File: config.mk
export PLATFORM = sky130hd
export DESIGN_NAME = rst_sequencer
export DESIGN_NICKNAME = d
export VERILOG_FILES = /design/src/rtl/rst_seq_pkg.sv /design/src/rtl/rst_debounce.sv /design/src/rtl/rst_sequencer.sv
export SDC_FILE = /design/constraint.sdc
export NUM_CORES = 1
export LEC_CHECK = 0
export BUFFER_PORTS_ARGS = -buffer_cell sky130_fd_sc_hd__buf_2
export CAP_MARGIN = 20
export CORE_ASPECT_RATIO = 0.75
export CORE_MARGIN = 2
export CORE_UTILIZATION = 50
export DETAILED_ROUTE_END_ITERATION = 10
export PLACE_DENSITY = 0.72
export REMOVE_ABC_BUFFERS = 1
export SLEW_MARGIN = 20
export SYNTH_ARGS = -nofsm -noshare
export SYNTH_HDL_FRONTEND = slang
export SYNTH_HIERARCHICAL = 1
export SYNTH_SLANG_ARGS = --single-unit
File: constraint.sdc
create_clock -name clk_i -period 5.9 [get_ports clk_i]
set_input_delay 0.885 -clock clk_i [delete_from_list [all_inputs] [get_ports clk_i]]
set_output_delay 0.885 -clock clk_i [all_outputs]
set_load 0.1 [all_outputs]
File: src/rtl/rst_seq_pkg.sv
// Shared types and constants for the reset sequencer and its helpers.
package rst_seq_pkg;

  typedef enum logic [1:0] {
    ASSERT,
    RELEASE,
    RUN,
    PASSERT
  } state_e;

  localparam int CausePor = 0;
  localparam int CausePll = 1;
  localparam int CauseBtn = 2;
  localparam int CauseSw  = 3;

endpackage

File: src/rtl/rst_debounce.sv
// Two-flop synchroniser plus stable-count debouncer for a slow asynchronous switch.
// The output flips only after the synchronised level has differed from it for Cycles consecutive cycles.
module rst_debounce #(
  parameter int Cycles = 65536
) (
  input  logic clk_i,
  input  logic rst_i,
  input  logic async_i,
  output logic db_o
);

  localparam int CntW = $clog2(Cycles) + 1;
  localparam logic [CntW-1:0] CntLast = CntW'(Cycles - 1);

  logic            sync1_q, sync2_q;
  logic            db_q, db_d;
  logic [CntW-1:0] cnt_q, cnt_d;

  // Any sample that matches the accepted level restarts the stability count.
  always_comb begin
    cnt_d = '0;
    db_d  = db_q;
    if (sync2_q != db_q) begin
      if (cnt_q == CntLast) begin
        db_d = sync2_q;
      end else begin
        cnt_d = cnt_q + 1'b1;
      end
    end
  end

  always_ff @(posedge clk_i or posedge rst_i) begin
    if (rst_i) begin
      sync1_q <= 1'b0;
      sync2_q <= 1'b0;
      db_q    <= 1'b0;
      cnt_q   <= '0;
    end else begin
      sync1_q <= async_i;
      sync2_q <= sync1_q;
      db_q    <= db_d;
      cnt_q   <= cnt_d;
    end
  end

  assign db_o = db_q;

endmodule

File: src/rtl/rst_sequencer.sv
// Ordered multi-domain reset generator: PLL lock, debounced button and masked software resets,
// ascending release with a programmable gap, and sticky reset-cause flags.
module rst_sequencer
  import rst_seq_pkg::*;
#(
  parameter int NumDomains     = 4,
  parameter int HoldCycles     = 256,
  parameter int ReleaseGap     = 16,
  parameter int DebounceCycles = 65536
) (
  input  logic                  clk_i,
  input  logic                  rst_i,
  input  logic                  pll_locked_i,
  input  logic                  rst_btn_i,
  input  logic                  sw_rst_req_i,
  input  logic [NumDomains-1:0] sw_rst_mask_i,
  input  logic                  cause_clr_i,
  output logic [NumDomains-1:0] rst_no,
  output logic                  all_released_o,
  output logic [3:0]            rst_cause_o
);

  localparam int MaxHg = (HoldCycles > ReleaseGap) ? HoldCycles : ReleaseGap;
  localparam int MaxAll = (MaxHg > DebounceCycles) ? MaxHg : DebounceCycles;
  localparam int CntW = $clog2(MaxAll) + 1;
  localparam int IdxW = (NumDomains > 1) ? $clog2(NumDomains) : 1;
  localparam logic [CntW-1:0] HoldLast = CntW'(HoldCycles - 1);
  localparam logic [CntW-1:0] GapLast  = CntW'(ReleaseGap - 1);

  logic pll_s1_q, lock_s, btn_db, full;

  always_ff @(posedge clk_i or posedge rst_i) begin
    if (rst_i) begin
      pll_s1_q <= 1'b0;
      lock_s   <= 1'b0;
    end else begin
      pll_s1_q <= pll_locked_i;
      lock_s   <= pll_s1_q;
    end
  end

  rst_debounce #(
    .Cycles(DebounceCycles)
  ) u_btn_db (
    .clk_i  (clk_i),
    .rst_i  (rst_i),
    .async_i(rst_btn_i),
    .db_o   (btn_db)
  );

  assign full = !lock_s || btn_db;

  state_e                state_q, state_d;
  logic [CntW-1:0]       hold_q, hold_d, gap_q, gap_d;
  logic [IdxW-1:0]       idx_q, idx_d, nxt;
  logic [NumDomains-1:0] mask_q, mask_d, tgt, rst_n_q, rst_n_d;
  logic                  partial_q, partial_d, all_rel_q, all_rel_d;
  logic [3:0]            cause_q, cause_d;
  logic                  found, more;

  // Outside RELEASE the search starts below index 0, so hold exit picks the first target.
  always_comb begin
    tgt   = partial_q ? mask_q : '1;
    nxt   = '0;
    found = 1'b0;
    more  = 1'b0;
    for (int i = 0; i < NumDomains; i++) begin
      if (tgt[i] && (state_q != RELEASE || IdxW'(i) > idx_q)) begin
        if (found) begin
          more = 1'b1;
        end else begin
          nxt   = IdxW'(i);
          found = 1'b1;
        end
      end
    end
  end

  always_comb begin
    state_d   = state_q;
    hold_d    = hold_q;
    gap_d     = gap_q;
    idx_d     = idx_q;
    mask_d    = mask_q;
    partial_d = partial_q;
    rst_n_d   = rst_n_q;
    all_rel_d = all_rel_q;
    cause_d   = cause_clr_i ? 4'b0000 : cause_q;
    if (full && state_q != ASSERT) begin
      state_d   = ASSERT;
      rst_n_d   = '0;
      all_rel_d = 1'b0;
      hold_d    = '0;
      gap_d     = '0;
      idx_d     = '0;
      mask_d    = '0;
      partial_d = 1'b0;
      if (!lock_s) cause_d[CausePll] = 1'b1;
      if (btn_db)  cause_d[CauseBtn] = 1'b1;
    end else begin
      case (state_q)
        ASSERT, PASSERT: begin
          if (full) begin
            hold_d = '0;
          end else if (hold_q == HoldLast) begin
            hold_d = '0;
            gap_d  = '0;
            idx_d  = nxt;
            if (found) rst_n_d[nxt] = 1'b1;
            if (more) begin
              state_d = RELEASE;
            end else begin
              state_d   = RUN;
              all_rel_d = 1'b1;
            end
          end else begin
            hold_d = hold_q + 1'b1;
          end
        end
        RELEASE: begin
          if (gap_q == GapLast) begin
            gap_d = '0;
            idx_d = nxt;
            if (found) rst_n_d[nxt] = 1'b1;
            if (!more) begin
              state_d   = RUN;
              all_rel_d = 1'b1;
            end
          end else begin
            gap_d = gap_q + 1'b1;
          end
        end
        RUN: begin
          if (sw_rst_req_i && (|sw_rst_mask_i)) begin
            mask_d    = sw_rst_mask_i;
            partial_d = 1'b1;
            rst_n_d   = rst_n_q & ~sw_rst_mask_i;
            all_rel_d = 1'b0;
            hold_d    = '0;
            state_d   = PASSERT;
            cause_d[CauseSw] = 1'b1;
          end
        end
        default: ;
      endcase
    end
  end

  always_ff @(posedge clk_i or posedge rst_i) begin
    if (rst_i) begin
      state_q   <= ASSERT;
      hold_q    <= '0;
      gap_q     <= '0;
      idx_q     <= '0;
      mask_q    <= '0;
      partial_q <= 1'b0;
      rst_n_q   <= '0;
      all_rel_q <= 1'b0;
      cause_q   <= 4'b0001;
    end else begin
      state_q   <= state_d;
      hold_q    <= hold_d;
      gap_q     <= gap_d;
      idx_q     <= idx_d;
      mask_q    <= mask_d;
      partial_q <= partial_d;
      rst_n_q   <= rst_n_d;
      all_rel_q <= all_rel_d;
      cause_q   <= cause_d;
    end
  end

  assign rst_no         = rst_n_q;
  assign all_released_o = all_rel_q;
  assign rst_cause_o    = cause_q;

endmodule

==> summary.md, run 1 <==
| Metric | Value |
|---|---|
| Layout cells sized above 1 | between 10% and 20% |
| DIE AREA | about 8700 um2 |
| Worst R2R Start | hold_q[11] |
| Reg area | roughly 1900 um2 |
| Initial drt markers | 249 |
| Placed cell areas | roughly 4100 um2 |
| DP HPWL | 5980 um |
| Dominant cell type by area after synthesis | dfrtp_1 |
| Ant diodes | 0 |
| Routed length per instance | between 15 and 20 um |
| Placed Cells | 539 |
| RSZ-0062 raised after global routing | no |
| Longest Clk Path Bufs | 2 |
| PD cells | 384 nW/um2 |
| Via count | ~3200 |
| # port buffers | 18 |
| Fin crit share | a little over two fifths |
| Initial Utilization | 51.1% |
| Core Region | 7810 um2 |
| Hold EP | u_btn_db/sync2_q |
| Worst setup EP type | register |
| CP Data Required Time | 6.17 ns |
| Status | completed |
| Postcts setup bufs | 0 |
| Total gr overflow | 0 |
| Clock slew at reported path FFs | ~0.080 ns |
| Hold/Removal Path Class | reg -> reg |
| Fin area | 4300 um2 |
| Vias in the first global route | approximately 3000 |
| Pre-Repair DR Iteration Count | 5 |
| DRT Wirelength | 8510 um |
| Seq/Total Area, Yosys | ~46% |
| Non-Filler Instances | around 560 |
| Clock sink total | 74 |
| Post-synthesis cell count | 434 |
| # setup viols final | 0 |
| Syn. warnings | 6 |
| Reg-to-Reg End | state_q[0] |
| CTS H-Tree Depth | 3 |
| Multi-input gate area | 1980 um2 |
| Yosys cell types | between 60 and 70 |
| Hold path cells | 0 |
| Largest net degree at the start of global routing | 55 |
| Fillcell total | roughly 680 |
| Hold Buf Count CTS | 0 |
| Rows | 28 |
| Placer Congestion | approximately 0.83 |
| First-pass GRT wire length | between 10000 and 15000 um |
| Async set-reset flop share out of synthesis | 100% |
| Die Ht | approximately 80 um |
| Antenna violations before repair | 0 |
| Setup WS post-layout | ~3.3 ns |
| Hold Vio Cnt, Final | 0 |
| Hold Slack | ~0.37 ns |
| CP Class | reg -> reg |
| Crit-path max FO | 11 |
| Pins over their slew limit | 0 |
| Setup TNS | 0 ns |
| Actual slew at the worst max-slew pin | ~0.78 ns |
| Area delta synth->final | 7.87% |
| CTS tree | done |
| Max VDD drop | roughly 0.00038 V |
| Vias per inst | around 5.8 |
| Drt drc | 0 |
| Leak pwr | between 1.5 and 2 nW |
| R2R depth | 6 |
| Type of origin of the critical path | register |
| FMAX | 386 MHz |
| Synthesized cell area | about 4000 um2 |
| Period minus WS final | 2.59 ns |
| DIE WIDTH | 107 um |
| Ports | 19 |
| Clk root buf | clkbuf_8 |
| Arrival @ worst endpoint | approximately 2.9 ns |
| Post-synth top area share | between 40% and 50% |
| Post-cts resize count | 0 |
| All-Layer GR Usage | a little over a fifth |
| Post-Route Skew | 0.00860 ns |
| Top_reg_cell synth | dfrtp_1 |
| Antenna Nets Post-Route | 0 |
| Syn_area_per_cell | roughly 9.2 um2 |
| Area contributors post-synth | dfrtp_1, o21ai_0, nand2_1, nor2_1, nand3_1 |
| Hold wc startpoint | u_btn_db/sync1_q |
| Slew HR | 47.8% |
| Skew-Pair Late Insertion Delay | between 0.3 and 0.4 ns |
| Post-place setup slack | a little over 3 ns |
| Number of CTS-inserted buffers | 9 |
| Post-synth EDFFs | 0 |
| #FFs+latches synth | between 70 and 80 |
| Fin nets | about 460 |
| Max-cap viol count | 0 |
| Flop2flop setup slack | between 3 and 4 ns |
[worst max-delay path, stage by stage (launching register included)]
cell and delay, ns:
dfrtp_1 0.46, or4_4 0.55, nor4_4 0.27, a211oi_1 0.20, a211oi_2 0.63, o21a_1 0.24
a2bb2oi_1 0.16
[stage by stage]
stage / power (W) / utilization, %
after global placement: 0.00129 / 52.9
final: 0.00165 / 55.1
after floorplan: 0.00115 / -
after CTS: 0.00165 / 55.1
after global routing: 0.00175 / 55.1
after detailed placement: 0.00130 / 52.9
[layout by cell type, fill, tap and decap left out, types with 7 or more instances in the layout]
master	Yosys	routed
nand2b_1	7	7
buf_2	4	18
nor2_1	35	35
dfrtp_1	73	73
o21ai_1	14	14
clkbuf_8	0	9
o22ai_1	7	7
a31oi_1	10	10
o31ai_1	12	12
o21ai_0	38	38
nand4_1	7	7
nand2_1	38	38
nand3_1	26	26
ha_1	7	7
a21oi_1	18	18
inv_1	18	17
and3_1	13	13
[cell type report]
| class | count | share of cell area (%) |
|---|---|---|
| sequential | 74 | 43.1 |
| timing repair buffer | 19 | 2.27 |
| inverter | 18 | 1.57 |
| clock inverter | 6 | 1.05 |
| multi-input combinational | 323 | 46.0 |
| clock buffer | 10 | 2.97 |
| tap | 105 | 3.05 |
[sequential cells by signal, indices dropped and copies added (netlist names)]
signal,flops
pll_s1_q,1
u_btn_db/sync1_q,1
u_btn_db/sync2_q,1
partial_q,1
lock_s,1
rst_no,4
state_q,2
hold_q,17
idx_q,2
gap_q,17
u_btn_db/cnt_q,17
u_btn_db/db_o,1
rst_cause_o,4
mask_q,4
all_released_o,1
[per-layer routing]
metal | global-route usage, % | wire length, um | up-vias
met5 | 0 | 0 | -
met4 | 4.94 | 72 | 0
met3 | 5.06 | 426 | 8
met2 | 30.7 | 3600 | 81
met1 | 31.6 | 4420 | 1544
li1 | - | - | 1611
[how the worst max path moves through the flow]
stage                                 from    endpoint  slack (ns)  cells past startpoint
after global routing            state_q[0]  hold_q[13]        3.10                      6
after floorplan           sw_rst_mask_i[2]  hold_q[13]        3.50                      5
after detailed placement  sw_rst_mask_i[2]  hold_q[11]        3.06                      6
final                           hold_q[11]  state_q[0]        3.31                      6
after CTS                       hold_q[11]   rst_no[3]        3.35                      6
after global placement    sw_rst_mask_i[2]  hold_q[15]        3.11                      6
[report_power, final]
group / switching, W / internal [W]
logic: 0.000509 / 0.000184
clock network: 0.000193 / 0.000153
registers: 0.0000479 / 0.000563
[synthesized netlist by cell type (3+ instances only)]
library cell	instances
o41ai_1	5
dfrtp_1	73
nand4_1	7
o21ai_0	38
xor2_1	6
nand2_1	38
o22ai_1	7
a21boi_0	3
o31ai_1	12
nor3_1	3
and2_1	4
buf_2	4
nor2b_1	5
and3_1	13
and4_1	3
a21oi_1	18
nor2_1	35
clkbuf_1	12
ha_1	7
nand2b_1	7
nor4_1	4
a2bb2oi_1	3
or3_1	4
nand3_1	26
mux2i_1	4
xnor2_1	6
o21ai_1	14
inv_1	18
a31oi_1	10
[cells by family (layout without fill, tap and decap cells)]
logic type               count (synthesis)  count (layout)  synth area share, %
AND/OR/NAND/NOR                        167             167                 22.5
adder cells (fa/ha/maj)                  7               7                 2.20
XOR/XNOR                                12              12                 2.63
buffers and inverters                   37              53                 3.89
AO/OA/AOI/OAI                          132             132                 21.0
multiplexers                             5               5                 1.29
flip-flops                              74              74                 46.5
No activity file was read; power rests on OpenSTA's default activity.
==> run 2, diff against run 1 <==
clock period = 2.4 ns   (was 5.9 ns; I/O delays follow)
==> summary.md, run 2 (synthesized netlist as in run 1, its figures left out) <==
| Metric | Value |
|---|---|
| DIE AREA | 8720 um2 (unchanged) |
| DRT Wirelength | 8880 um (+4.3%) |
| Drt drc | 0 (unchanged) |
| Status | completed |
| Vias in the first global route | 3135 (+5.4%) |
| Largest net degree at the start of global routing | 55 (unchanged) |
| Number of CTS-inserted buffers | 9 (unchanged) |
| Max-cap viol count | 0 (unchanged) |
| Top sig layer | met4 |
| Layout cells sized above 1 | 15.0% (+3.2 points) |
| Setup TNS | 0 ns (unchanged) |
| Rows | 28 (unchanged) |
| CTS tree | done |
| Placed Cells | 550 (+2.0%) |
| Clk root buf | clkbuf_8 |
| Slew HR | 49.1% (+1.2 points) |
| Flop2flop setup slack | 0.21 ns (-3.10 ns) |
| Pins over their slew limit | 0 (unchanged) |
| Initial drt markers | 263 (+5.6%) |
| CTS H-Tree Depth | 3 (unchanged) |
| All-Layer GR Usage | 21.8% (+0.79 points) |
| # setup viols final | 0 (unchanged) |
| RSZ-0062 raised after global routing | no |
| Buf/Inv on CP | 1 (+1) |
| Fin nets | 473 (+2.4%) |
| Clock slew at reported path FFs | 0.09 ns (about the same) |
| Type of origin of the critical path | register |
| Core Region | 7810 um2 (unchanged) |
| CP max stage delay | 0.57 ns (-0.06 ns) |
| FMAX | 456 MHz (+18%) |
| CP Class | reg -> reg |
| Worst path top cell family by delay | simple AND/OR/NAND/NOR gates |
| Non-Filler Instances | 566 (+2.0%) |
| First-pass GRT wire length | 14900 um (+2.9%) |
| Longest Clk Path Bufs | 2 (unchanged) |
| Antenna violations before repair | 0 (unchanged) |
| Worst path cell trace | or4_4 > nor3_4 > a21oi_2 > a211oi_2 > buf_4 > o21a_1 > a2bb2oi_1 |
| Fillcell total | 716 (+5.6%) |
| CP Data Required Time | 2.68 ns (-3.49 ns) |
| PD cells | 998 nW/um2 (+160%) |
| Routed wl met2 | 3860 um (+7.3%) |
| Post-cts resize count | 0 (unchanged) |
| Antenna Nets Post-Route | 0 (unchanged) |
| Crit-path slowest cell | or4_4 |
| Total gr overflow | 0 (unchanged) |
| Wl on met1 | 4330 um (-2.0%) |
| Multi-input gate area | 2000 um2 (+0.95%) |
| Max VDD drop | 0.000846 V (+120%) |
| Hold Vio Cnt, Final | 0 (unchanged) |
| Area delta synth->final | 11.5% |
| Placer Congestion | 0.870 (+5.1%) |
| Skew-Pair Late Insertion Delay | 0.36 ns (about the same) |
| Initial Utilization | 51.1% (unchanged) |
| Hold Buf Count CTS | 0 (unchanged) |
| Arrival @ worst endpoint | 2.47 ns (-0.39 ns) |
| Via count | 3402 (+4.9%) |
| DIE WIDTH | 107 um (unchanged) |
| Crit-path max FO | 11 (unchanged) |
| Pre-Repair DR Iteration Count | 5 (unchanged) |
| Actual slew at the worst max-slew pin | 0.763 ns (-0.0166 ns) |
| Die Ht | 81.4 um (unchanged) |
| Vias per inst | 6.01 (+2.8%) |
| Leak pwr | 1.93 nW (+4.5%) |
| Ant diodes | 0 (unchanged) |
| Reg area | 1850 um2 (unchanged) |
| Postcts setup bufs | 0 (unchanged) |
| # port buffers | 18 (unchanged) |
| Final Util | 57.0% (+1.9 points) |
| Period minus WS final | 2.19 ns (-0.396 ns) |
| Commonest non-fill, non-tap cell in the layout | dfrtp_1 |
| Clock sink total | 74 (unchanged) |
| Ports | 19 (unchanged) |
| Largest registers | gap_q (17), hold_q (17), u_btn_db/cnt_q (17) |
| Fin crit share | 91.3% (+47 points) |
| Hold/Removal Path Class | in -> reg |
| Routed length per instance | 15.7 um (+2.3%) |
| Worst setup EP type | register |
| Post-Route Skew | 0.0114 ns (+0.00281 ns) |
| Commonest non-fill, non-tap cells in the layout | dfrtp_1, nand2_1, o21ai_0 |
| DP HPWL | 6270 um (+5.0%) |
| Met3 WL post-DR | 578 um (+36%) |
## run 2: stage by stage
step / total power, W / hold slack (ns) / cell area, um2 / setup WS (ns)
after floorplan: 0.00283 / 0.324 / 3900 / 0.217
final: 0.00444 / 0.104 / 4450 / 0.208
after CTS: 0.00442 / 0.0917 / 4430 / 0.141
after global placement: 0.00330 / 0.336 / 4210 / 0.212
after global routing: 0.00469 / 0.0919 / 4450 / 0.0216
after detailed placement: 0.00333 / 0.336 / 4210 / 0.152
## run 2: worst reg2reg max path: stages (launching register included)
cell	delay (ns)
dfrtp_1	0.44
or4_4	0.57
nor3_4	0.24
a21oi_2	0.11
a211oi_2	0.21
buf_4	0.21
o21a_1	0.18
a2bb2oi_1	0.15
## run 2: worst paths after layout
kind	start	endpoint	depth (start not counted)
setup reg to reg	gap_q[11]	state_q[0]	7
max in group asynchronous	rst_i	hold_q[6]	3
setup / recovery	gap_q[11]	state_q[0]	7
hold / removal	pll_locked_i	pll_s1_q	1
min in group asynchronous	rst_i	u_btn_db/cnt_q[0]	2
hold reg to reg	u_btn_db/sync1_q	u_btn_db/sync2_q	0
## run 2: power breakdown
part	switching [W]	internal, W	leakage (nW)
Sequential	0.000118	0.00138	1.00
Combinational	0.00130	0.000563	0.820
Clock	0.000486	0.000591	0.107
## run 2: cell type report
type,count,area share [%]
multi-input combinational,323,44.9
tap,105,2.95
inverter,18,1.52
clock inverter,6,2.02
clock buffer,10,2.87
timing repair buffer,30,4.05
sequential,74,41.6
## run 2: metal layers
layer	global-route usage [%]	up-vias
met3	4.90	16
met2	32.3	120
met4	6.10	0
met1	32.3	1630
li1	-	1636
met5	0	-
==> run 3, diff against run 2 <==
BUFFER_PORTS_ARGS = unset   (was -buffer_cell sky130_fd_sc_hd__buf_2)
DONT_BUFFER_PORTS = 1   (was unset)
PLACE_DENSITY = 0.73   (was 0.72)
clock period = 2.01 ns   (was 2.4 ns; I/O delays follow)
==> summary.md, run 3 (synthesized netlist as in run 1, its figures left out) <==
| Metric | Value |
|---|---|
| Status | finished, violations left |
| Failing checks | negative setup slack |
| Actual slew at the worst max-slew pin | 0.745 ns (-0.0184 ns) |
| Largest registers | gap_q (17), hold_q (17), u_btn_db/cnt_q (17) |
| # port buffers | 0 (-18) |
| Commonest non-fill, non-tap cells in the layout | dfrtp_1, buf_4, nand2_1 |
| All-Layer GR Usage | 24.3% (+2.4 points) |
| Initial drt markers | 249 (-5.3%) |
| DIE AREA | 8720 um2 (unchanged) |
| Crit-path max FO | 3 (-8) |
| Clock sink total | 74 (unchanged) |
| Initial Utilization | 51.1% (unchanged) |
| Area delta synth->final | 25.8% |
| DRT Wirelength | 10200 um (+15%) |
| Type of origin of the critical path | register |
| Largest net degree at the start of global routing | 23 (-58%) |
| Ant diodes | 0 (unchanged) |
| Antenna Nets Post-Route | 0 (unchanged) |
| Total gr overflow | 0 (unchanged) |
| Max-cap viol count | 0 (unchanged) |
| CP Data Required Time | 2.30 ns (-0.38 ns) |
| Int Pwr | 0.00340 W (+34%) |
| Routed length per instance | 16.6 um (+6.0%) |
| Max VDD drop | 0.00114 V (+35%) |
| Antenna violations before repair | 0 (unchanged) |
| Placed cell areas | 4550 um2 (+8.0%) |
| R2R depth | 9 (+2) |
| First-pass GRT wire length | 16700 um (+12%) |
| PD cells | 1200 nW/um2 (+20%) |
| Setup WS post-layout | -0.0857 ns (-0.294 ns) |
| Drt drc | 0 (unchanged) |
| Fin crit share | 104% (+13 points) |
| Fin nets | 522 (+10%) |
| Vias in the first global route | 3555 (+13%) |
| Worst setup EP type | register |
| DP HPWL | 6900 um (+10%) |
| Critical path destination | state_q[0] |
| Leak pwr | 2.24 nW (+16%) |
| Fin area | 5020 um2 (+13%) |
| Slew HR | 50.3% (+1.2 points) |
| Via count | 3690 (+8.5%) |
| Hold/Removal Path Class | in -> reg |
| Placer Congestion | 0.972 (+12%) |
| Flop2flop setup slack | -0.09 ns (-0.29 ns) |
| Clk pwr share | 20.3% (-4.0 points) |
| Clk root buf | clkbuf_8 |
| # setup viols final | 25 (+25) |
| Final Util | 64.2% (+7.3 points) |
| Ports | 19 (unchanged) |
| Hold Vio Cnt, Final | 0 (unchanged) |
| CTS tree | done |
| Post-Route Skew | 0.00802 ns (-0.00339 ns) |
| Fillcell total | 607 (-15%) |
| Worst R2R Start | state_q[1] |
| Core Region | 7810 um2 (unchanged) |
| Pins over their slew limit | 0 (unchanged) |
| CTS H-Tree Depth | 3 (unchanged) |
| Rows | 28 (unchanged) |
| Clock slew at reported path FFs | 0.08 ns (about the same) |
| Pre-Repair DR Iteration Count | 5 (unchanged) |
| Reg-to-Reg End | state_q[0] |
| Switch Pwr | 0.00262 W (+38%) |
| Number of CTS-inserted buffers | 9 (unchanged) |
| Non-Filler Instances | 615 (+8.7%) |
| Longest Clk Path Bufs | 2 (unchanged) |
| DIE WIDTH | 107 um (unchanged) |
| Commonest non-fill, non-tap cell in the layout | dfrtp_1 |
| Combinational group share of total power | 50.3% (+8.4 points) |
| Vias per inst | 6.00 (-0.18%) |
| Setup crit start | state_q[1] |
| Period minus WS final | 2.10 ns (-0.0965 ns) |
| CP Class | reg -> reg |
| Die Ht | 81.4 um (unchanged) |
| Setup TNS | -0.934 ns (-0.934 ns) |
| Arrival @ worst endpoint | 2.38 ns (-0.09 ns) |
| Switching Fraction | 43.5% (+0.66 points) |
| Skew-Pair Late Insertion Delay | 0.36 ns (about the same) |
| Seq pwr share | 29.4% (-4.4 points) |
| Placed Cells | 584 (+6.2%) |
| Layout cells sized above 1 | 26.7% (+12 points) |
| RSZ-0062 raised after global routing | yes |
| FMAX | 477 MHz (+4.6%) |
==> run 3: cell count changes in the layout (fill, tap and decap cells not counted), sizes merged <==
cell	before	now
inv	20	22
clkbuf	10	9
bufinv	2	1
clkinvlp	1	2
clkinv	1	0
buf	30	74
dlygate4sd3	0	5
==> run 3: per-layer routing <==
metal / vias to the layer above / global-route usage (%) / routed length, um
met3: 18 / 6.82 / 662
li1: 1749 / - / -
met1: 1780 / 32.2 / 4540
met4: 0 / 8.44 / 124
met5: - / 0 / 0
met2: 143 / 38.5 / 4910
==> run 3: worst min-delay path by stage <==
stage	to	cells past startpoint	start
6_report	rst_cause_o[1]	1	cause_clr_i
2_1_floorplan	u_btn_db/cnt_q[0]	1	rst_i
4_1_cts	rst_cause_o[2]	1	cause_clr_i
3_3_place_gp	rst_cause_o[3]	1	rst_i
5_1_grt	rst_cause_o[1]	1	cause_clr_i
3_5_place_dp	rst_cause_o[3]	1	rst_i
==> run 3: repair_timing <==
action                                  4_1_cts  5_1_grt
hold buffers                                  4        1
setup buffers                                 6        3
endpoints found under the hold margin        42        1
endpoints found under the setup margin       27       42
gates cloned                                  0        1
pin swaps                                     2        4
resized for setup                            27       33
==> run 3: power groups by stage <==
stage / combinational, W / clock (W) / sequential [W]
2_1_floorplan: 0.00118 / 0 / 0.00220
3_3_place_gp: 0.00253 / 0 / 0.00178
3_5_place_dp: 0.00260 / 0 / 0.00179
4_1_cts: 0.00275 / 0.00125 / 0.00176
5_1_grt: 0.00325 / 0.00132 / 0.00179
6_report: 0.00303 / 0.00122 / 0.00177
==> run 3: critical path, cell delays in order (launching register included) <==
cell	delay, ns
dfrtp_1	0.38
inv_1	0.09
ha_1	0.23
and2_1	0.22
buf_4	0.16
o22ai_2	0.12
a21boi_2	0.09
a2111oi_0	0.46
a31oi_1	0.13
a2bb2oi_2	0.16
==> run 3: final cells by class <==
type                       count  area [um2]  area share [%]
tap                          105         131            2.62
clock buffer                   9         124            2.47
timing repair buffer          79         644            12.8
sequential                    74        1850            36.9
multi-input combinational    323        2120            42.2
inverter                      18        67.6            1.35
clock inverter                 7        82.6            1.65
==> run 3: stage by stage <==
step                      worst slack, ns  hold WS [ns]  power, W
after floorplan                    -0.173         0.265   0.00338
after global placement            -0.0451         0.242   0.00432
after detailed placement          -0.0929         0.240   0.00439
after CTS                         -0.0589       0.00674   0.00576
after global routing               -0.164        0.0133   0.00636
final                             -0.0857        0.0287   0.00602
